File: src/rtl/pulse_gen.sv
// Pulse train generator: a start strobe launches N pulses of HI_CYCLES high / LO_CYCLES low; first rising edge one clock after i_wr.
// No backpressure: requests arriving while o_busy=1 are dropped; o_done strobes one clock after the final low phase ends.
module pulse_gen #(
  parameter int BITS      = 8,
  parameter int HI_CYCLES = 4,
  parameter int LO_CYCLES = 4
) (
  input  logic            i_clk,
  input  logic            i_rst,
  input  logic            i_wr,
  input  logic [BITS-1:0] i_data,
  output logic            o_pulse,
  output logic            o_busy,
  output logic            o_done
);

  localparam int MAX_CYCLES = (HI_CYCLES > LO_CYCLES) ? HI_CYCLES : LO_CYCLES;
  localparam int TW         = $clog2(MAX_CYCLES + 1);

  localparam logic [TW-1:0] HI_LAST = TW'(HI_CYCLES - 1);
  localparam logic [TW-1:0] LO_LAST = TW'(LO_CYCLES - 1);

  typedef enum logic [1:0] {
    IDLE,
    HIGH,
    LOW
  } state_t;

  state_t          state_q, state_d;
  logic [BITS-1:0] rem_q, rem_d;
  logic [TW-1:0]   tmr_q, tmr_d;
  logic            pulse_q, pulse_d;
  logic            busy_q, busy_d;
  logic            done_q, done_d;

  always_ff @(posedge i_clk or posedge i_rst) begin
    if (i_rst) begin
      state_q <= IDLE;
      rem_q   <= '0;
      tmr_q   <= '0;
      pulse_q <= 1'b0;
      busy_q  <= 1'b0;
      done_q  <= 1'b0;
    end else begin
      state_q <= state_d;
      rem_q   <= rem_d;
      tmr_q   <= tmr_d;
      pulse_q <= pulse_d;
      busy_q  <= busy_d;
      done_q  <= done_d;
    end
  end

  always_comb begin
    state_d = state_q;
    rem_d   = rem_q;
    tmr_d   = tmr_q;
    done_d  = 1'b0;

    case (state_q)
      IDLE: begin
        if (i_wr) begin
          if (i_data != '0) begin
            state_d = HIGH;
            rem_d   = i_data;
            tmr_d   = '0;
          end else begin
            done_d = 1'b1;
          end
        end
      end

      HIGH: begin
        if (tmr_q == HI_LAST) begin
          state_d = LOW;
          tmr_d   = '0;
          rem_d   = rem_q - 1'b1;
        end else begin
          tmr_d = tmr_q + 1'b1;
        end
      end

      LOW: begin
        // Low phase always runs to completion so a downstream edge counter sees clean spacing.
        if (tmr_q == LO_LAST) begin
          tmr_d = '0;
          if (rem_q != '0) begin
            state_d = HIGH;
          end else begin
            state_d = IDLE;
            done_d  = 1'b1;
          end
        end else begin
          tmr_d = tmr_q + 1'b1;
        end
      end

      default: begin
        state_d = IDLE;
        tmr_d   = '0;
      end
    endcase

    // Outputs are derived from the next state so they are registered yet cycle-aligned with it.
    pulse_d = (state_d == HIGH);
    busy_d  = (state_d != IDLE);
  end

  assign o_pulse = pulse_q;
  assign o_busy  = busy_q;
  assign o_done  = done_q;

endmodule

File: config.mk
export PLATFORM = sky130hd
export DESIGN_NAME = pulse_gen
export DESIGN_NICKNAME = d
export VERILOG_FILES = /design/src/rtl/pulse_gen.sv
export SDC_FILE = /design/constraint.sdc
export NUM_CORES = 1
export LEC_CHECK = 0
export ABC_AREA = 1
export BUFFER_PORTS_ARGS = -buffer_cell sky130_fd_sc_hd__buf_2
export CAP_MARGIN = 20
export CORE_UTILIZATION = 35
export DETAILED_ROUTE_END_ITERATION = 16
export GPL_TIMING_DRIVEN = 0
export PLACE_DENSITY = 0.58
export SKIP_LAST_GASP = 1
export SYNTH_ARGS = -nofsm -noshare
export SYNTH_HDL_FRONTEND = slang
export SYNTH_SLANG_ARGS = --single-unit
File: constraint.sdc
create_clock -name i_clk -period 2 [get_ports i_clk]
set_input_delay 0.2 -clock i_clk [delete_from_list [all_inputs] [get_ports i_clk]]
set_output_delay 0.2 -clock i_clk [all_outputs]
set_load 0.01 [all_outputs]
Word level (Yosys, flattened, before mapping):

Index checks and enable logic that the tools add are counted.

* register bits: 16
* output and inout port bits: 3
* word-level logic and storage cells: 42
* input port bits: 11

* equal/unequal tests: 7
* reductions and logical operators: 8
* multiplexer cells: 19
* $add $sub $neg: 2

Operator list (number)
* $mux 8: 3
* $pmux 8 s2: 1
* $reduce_bool 8->1: 2
* $mux 3: 3
* $mux 2: 4
* $sub 8x1->8 const B: 1
* $ne 2x2->1 const B: 3
* $pmux 2 s3: 1
* $pmux 3 s2: 1
* $mux 1: 5
* $eq 2x1->1 const B: 2
* $reduce_and 4->1: 1
* $reduce_bool 2->1: 2
* $add 3x1->3 const B: 1
* $eq 3x2->1 const B: 1
* $eq 2x2->1 const B: 1
* $logic_not 2->1: 1
* $pmux 1 s2: 1
* $reduce_and 2->1: 1
* $reduce_or 2->1: 1

Depth between registers and ports, before layout:

* word-level depth: 5
* mapped depth: 11
* gate-level depth less buffers: 11

Worst setup path after synthesis:

Ideal clock, no wire load.

* path type: reg2reg
* start: register state_q[0]
* end: register rem_q[0]
* setup slack: 0.656 ns
* period minus slack after synthesis: 1.344 ns
* stages on the path, launching flop included: 8
* required time: 1.879 ns
* arrival time: 1.222 ns
* path through: dfrtp_1 inv_1 ha_1 nor2_1 nor2_4 nand2_8 inv_8 o21ai_2

* word-level cells in the longest chain between the ends: 3

Ends and longest elaborated chain
* start, declared: line 29 `state_t state_q, state_d;`
* start signal, assigned: line 45 `state_q <= state_d;`
* $eq 2x1->1 / $logic_not 2->1 (equally long branches): line 60 `case (state_q)`
* $ne 2x2->1 (no source line) / $reduce_bool 2->1 (equally long branches)
* $reduce_and 4->1 (no source line)
* end signal, assigned: line 46 `rem_q <= rem_d;`
* end, declared: line 30 `logic [BITS-1:0] rem_q, rem_d;`

Parallel ways exist; a longest one is shown, timed or not.
A chain may end at the register's enable or synchronous reset.

Final worst setup path:

* start: register state_q[1]
* end: register pulse_q, in the netlist o_pulse

* word-level cells in the longest chain between the ends: 4

Ends and longest elaborated chain
* $mux 2: line 63 `if (i_data != '0) begin`
* $mux 2: line 62 `if (i_wr) begin`
* $pmux 2 s3 *: line 60
* via state_d[1]: line 29
* $eq 2x1->1 *: line 105 `pulse_d = (state_d == HIGH);`
* via pulse_d: line 32 `logic pulse_q, pulse_d;`
* end signal, assigned: line 48 `pulse_q <= pulse_d;`
* end, declared: line 32

Mark *: on every way through the listed nets, which the timed path passes. The rest lies on a longest branch.

==> impl_summary.log <==
[metrics] RSZ-0062 raised after global routing: no
[metrics] min-delay worst type: primary input to asynchronous set/reset pin
[metrics] antenna cell count: 0
[metrics] number of flops mapped to enable cells by yosys: 0
[metrics] Area Overhead vs Synth: 12.9%
[metrics] Mapped Cells: 146
[metrics] FF+latch count, synth: 16
[metrics] GR Overflow Total: 0
[metrics] final weighted congestion in routability-driven placement: 0.834
[metrics] Core ar.: 2850 um2
[metrics] met3 routing resource usage after global routing: 4.91%
[metrics] violations in the final reports: DRC, hold timing
[metrics] DRC violation total after the first TritonRoute iteration: 15
[metrics] detailed-routing iteration count for the pre-antenna-repair pass: 10
[metrics] max-cap violations: 0
[metrics] starting density of the core: 38.2%
[metrics] worst-case vdd ir drop: ~0.00073 V
[metrics] Max H-tree Level: 1
[metrics] post-synthesis cell type count: 24
[metrics] number of sinks on the clock net: 16
[metrics] hold buffer count at cts: 0
[metrics] share of async-settable or async-resettable flops after synthesis: 100%
[metrics] post-detailed-route via-to-cell ratio: between 4 and 5
[metrics] post-detailed-route count of antenna-violating nets: 0
[metrics] final critical delay including setup and external delays: 1.47 ns
[metrics] LEAKAGE: approximately 0.65 nW
[metrics] met1 track demand over resource: 18.1%
[metrics] Synth area leaders: sky130_fd_sc_hd__dfrtp_1 37%, sky130_fd_sc_hd__nand2_1 14%, sky130_fd_sc_hd__ha_1 8.0%, sky130_fd_sc_hd__inv_1 6.9%, sky130_fd_sc_hd__o21ai_0 5.5%
[metrics] Top FF cell, synth: sky130_fd_sc_hd__dfrtp_1
[metrics] peak fanout along the critical path: 10
[metrics] pin count of the biggest net entering global routing: 17
[metrics] number of placement rows: 19
[metrics] run status: finished with violations
[metrics] mapped cell area: 1090 um2
[metrics] Crit Path Class: flop to flop
[metrics] sort of element at the end of the critical path: flop
[metrics] DRC viols: 1
[metrics] clock transition time at the flip-flop clock pins of the worst setup and hold paths: 0.11 ns
[metrics] critical path launch point type: flop
[metrics] ratio of cells with drive above 1 in the final layout: 22.1%
[metrics] Power Density: 1590 nW/um2
[metrics] data required time at the worst endpoint: 2.19 ns
[metrics] Least-Margin Pin Slew: 0.661 ns
[metrics] combined global-route utilization of all metal layers: between 15 and 20%
[metrics] PostCTS Resize Cnt: 0
[metrics] layer carrying the most global-route usage: met2
[metrics] wire length per cell: 11.2 um
[metrics] CTS Buf Count: 3
[metrics] wire length of the first global-routing pass: 3800 um
[metrics] Ports: 14
[metrics] total count of max-transition violations in the final report: 0
[metrics] relative slew slack: a little under three fifths
[metrics] launching instance or port of the critical path: state_q[1]
[metrics] library cell with the highest instance count after synthesis: sky130_fd_sc_hd__nand2_1
[metrics] part of the Yosys area used for sequential elements: 36.7%
[metrics] final sum of negative setup slack: 0 ns
[metrics] Post-layout nets: roughly 180
[metrics] most area-hungry cell type in the Yosys netlist: sky130_fd_sc_hd__dfrtp_1
[metrics] number of antenna violations at the first check in global routing: 0
[metrics] final period utilization: 73.7%
[metrics] Setup Fix Bufs, Post-CTS: 0
[metrics] Yosys warning total: 0
[metrics] number of buffers on the longest clock path: 2
[metrics] CP arrival: 1.66 ns
[metrics] number of endpoints with negative hold slack in the final report: 16
[metrics] TritonCTS clock tree: done
[metrics] Clk Latency, worst-skew pair: 0.30 ns
[metrics] number of nets in the synthesized netlist: roughly 160
[metrics] cell chosen for the clock root: sky130_fd_sc_hd__clkbuf_4
[metrics] synthesized area per cell: 7.46 um2
[metrics] worst hold margin: -0.0280 ns
[metrics] area fraction of the dominant cell type after synthesis: 36.7%
[metrics] die outline area: 3340 um2
[metrics] die outline height: 57.8 um
[metrics] startpoint of the worst register-to-register path: state_q[1]
[metrics] final core utilization: 43.1%
[metrics] worst clock skew on the final layout: ~0.014 ns
[metrics] most numerous cell types in the synthesized netlist: 40 x sky130_fd_sc_hd__nand2_1, 20 x sky130_fd_sc_hd__inv_1, 16 x sky130_fd_sc_hd__dfrtp_1
[metrics] Filler Cells Inserted: 285
[metrics] die width: 57.8 um
[metrics] total wire length after detailed routing: 2170 um
[metrics] HPWL after DPL: ~1700 um
[metrics] via total after detailed routing: 922
[metrics] global routing usage on met2: 25.3%
[metrics] number of global-route vias before repair: 909
[metrics] final setup violation count: 0
[metrics] Achievable Freq: 0.679 GHz
[metrics] count of input and output buffers: 13
## cell usage in the layout, fill, tap and decap left out, types with 2 or more instances in the layout
cell                       synthesis  final
sky130_fd_sc_hd__nand2_1          40     40
sky130_fd_sc_hd__inv_1            20     20
sky130_fd_sc_hd__dfrtp_1          16     16
sky130_fd_sc_hd__buf_2             1     14
sky130_fd_sc_hd__o21ai_0          12     12
sky130_fd_sc_hd__nor2_1           11     11
sky130_fd_sc_hd__nand3_1          11     11
sky130_fd_sc_hd__ha_1              7      7
sky130_fd_sc_hd__o21ai_2           4      4
sky130_fd_sc_hd__inv_2             3      3
sky130_fd_sc_hd__nor2_2            3      3
sky130_fd_sc_hd__nand2_2           3      3
sky130_fd_sc_hd__nand4_1           3      3
sky130_fd_sc_hd__clkbuf_4          0      3
sky130_fd_sc_hd__o21ai_1           2      2
## worst paths after layout
path                                    to  depth (start not counted)  slack, ns
min in group i_clk                rem_q[5]                          3       0.19
worst max register to register     o_pulse                          8       0.53
worst min-delay path              rem_q[7]                          2      -0.03
worst max-delay path               o_pulse                          8       0.53
max in group asynchronous       state_q[1]                          2       1.59
worst min register to register    rem_q[1]                          2       0.51
## power breakdown
part	leakage [nW]	switching, mW	internal [mW]	total [mW]
logic	0.432	0.757	0.425	1.18
registers	0.202	0.0860	0.462	0.548
clock network	0.0210	0.112	0.111	0.223
total	0.655	0.955	0.998	1.95
## layer usage
layer  routed length (um)  vias to the layer above  part of all wire [%]
li1                     -                      497                     -
met1                 1020                      413                    47
met2                 1060                       10                    49
met3                   85                        2                   3.9
met4                    7                        0                  0.32
met5                    0                        -                     0
## worst max-delay path: stages (launching register included)
cell and delay, ns:
sky130_fd_sc_hd__dfrtp_1 0.41, sky130_fd_sc_hd__inv_1 0.10, sky130_fd_sc_hd__ha_1 0.20, sky130_fd_sc_hd__buf_2 0.23, sky130_fd_sc_hd__nand2_1 0.08, sky130_fd_sc_hd__a21oi_1 0.13
sky130_fd_sc_hd__o21ai_1 0.10, sky130_fd_sc_hd__inv_1 0.08, sky130_fd_sc_hd__nor2_1 0.04
## flip-flops by register name, indices dropped and copies added, names as in the netlist
| signal | flops |
|---|---|
| o_pulse | 1 |
| state_q | 2 |
| tmr_q | 3 |
| o_busy | 1 |
| o_done | 1 |
| rem_q | 8 |
## logic make-up after synthesis
kind of cell | Yosys count | synth area share, %
adder cells (fa/ha/maj) | 7 | 8.04
AO/OA/AOI/OAI | 20 | 10.8
AND/OR/NAND/NOR | 76 | 33.3
XOR/XNOR | 1 | 0.804
flip-flops | 16 | 36.7
multiplexers | 1 | 0.919
buffers and inverters | 25 | 9.41
## cell type report
class / count / area [um2] / area share [%]
Tap cell: 31 / 38.8 / 3.15
Clock buffer: 4 / 36.3 / 2.95
Multi-Input combinational cell: 105 / 587 / 47.7
Timing Repair Buffer: 13 / 65.1 / 5.29
Sequential cell: 16 / 400 / 32.6
Buffer: 1 / 5.00 / 0.407
Inverter: 24 / 97.6 / 7.93
## through the flow
step           area, um2  std cells  power (mW)  setup WS [ns]  hold slack [ns]
2_1_floorplan       1090        146        1.50          0.656            0.114
3_3_place_gp        1190        190        1.72          0.549            0.320
3_5_place_dp        1190        190        1.74          0.521            0.333
4_1_cts             1230        194        1.97          0.507          0.00125
5_1_grt             1230        194        2.16          0.360           0.0164
6_report            1230        194        1.95          0.526          -0.0280
Power figures use the tool's default switching activity.
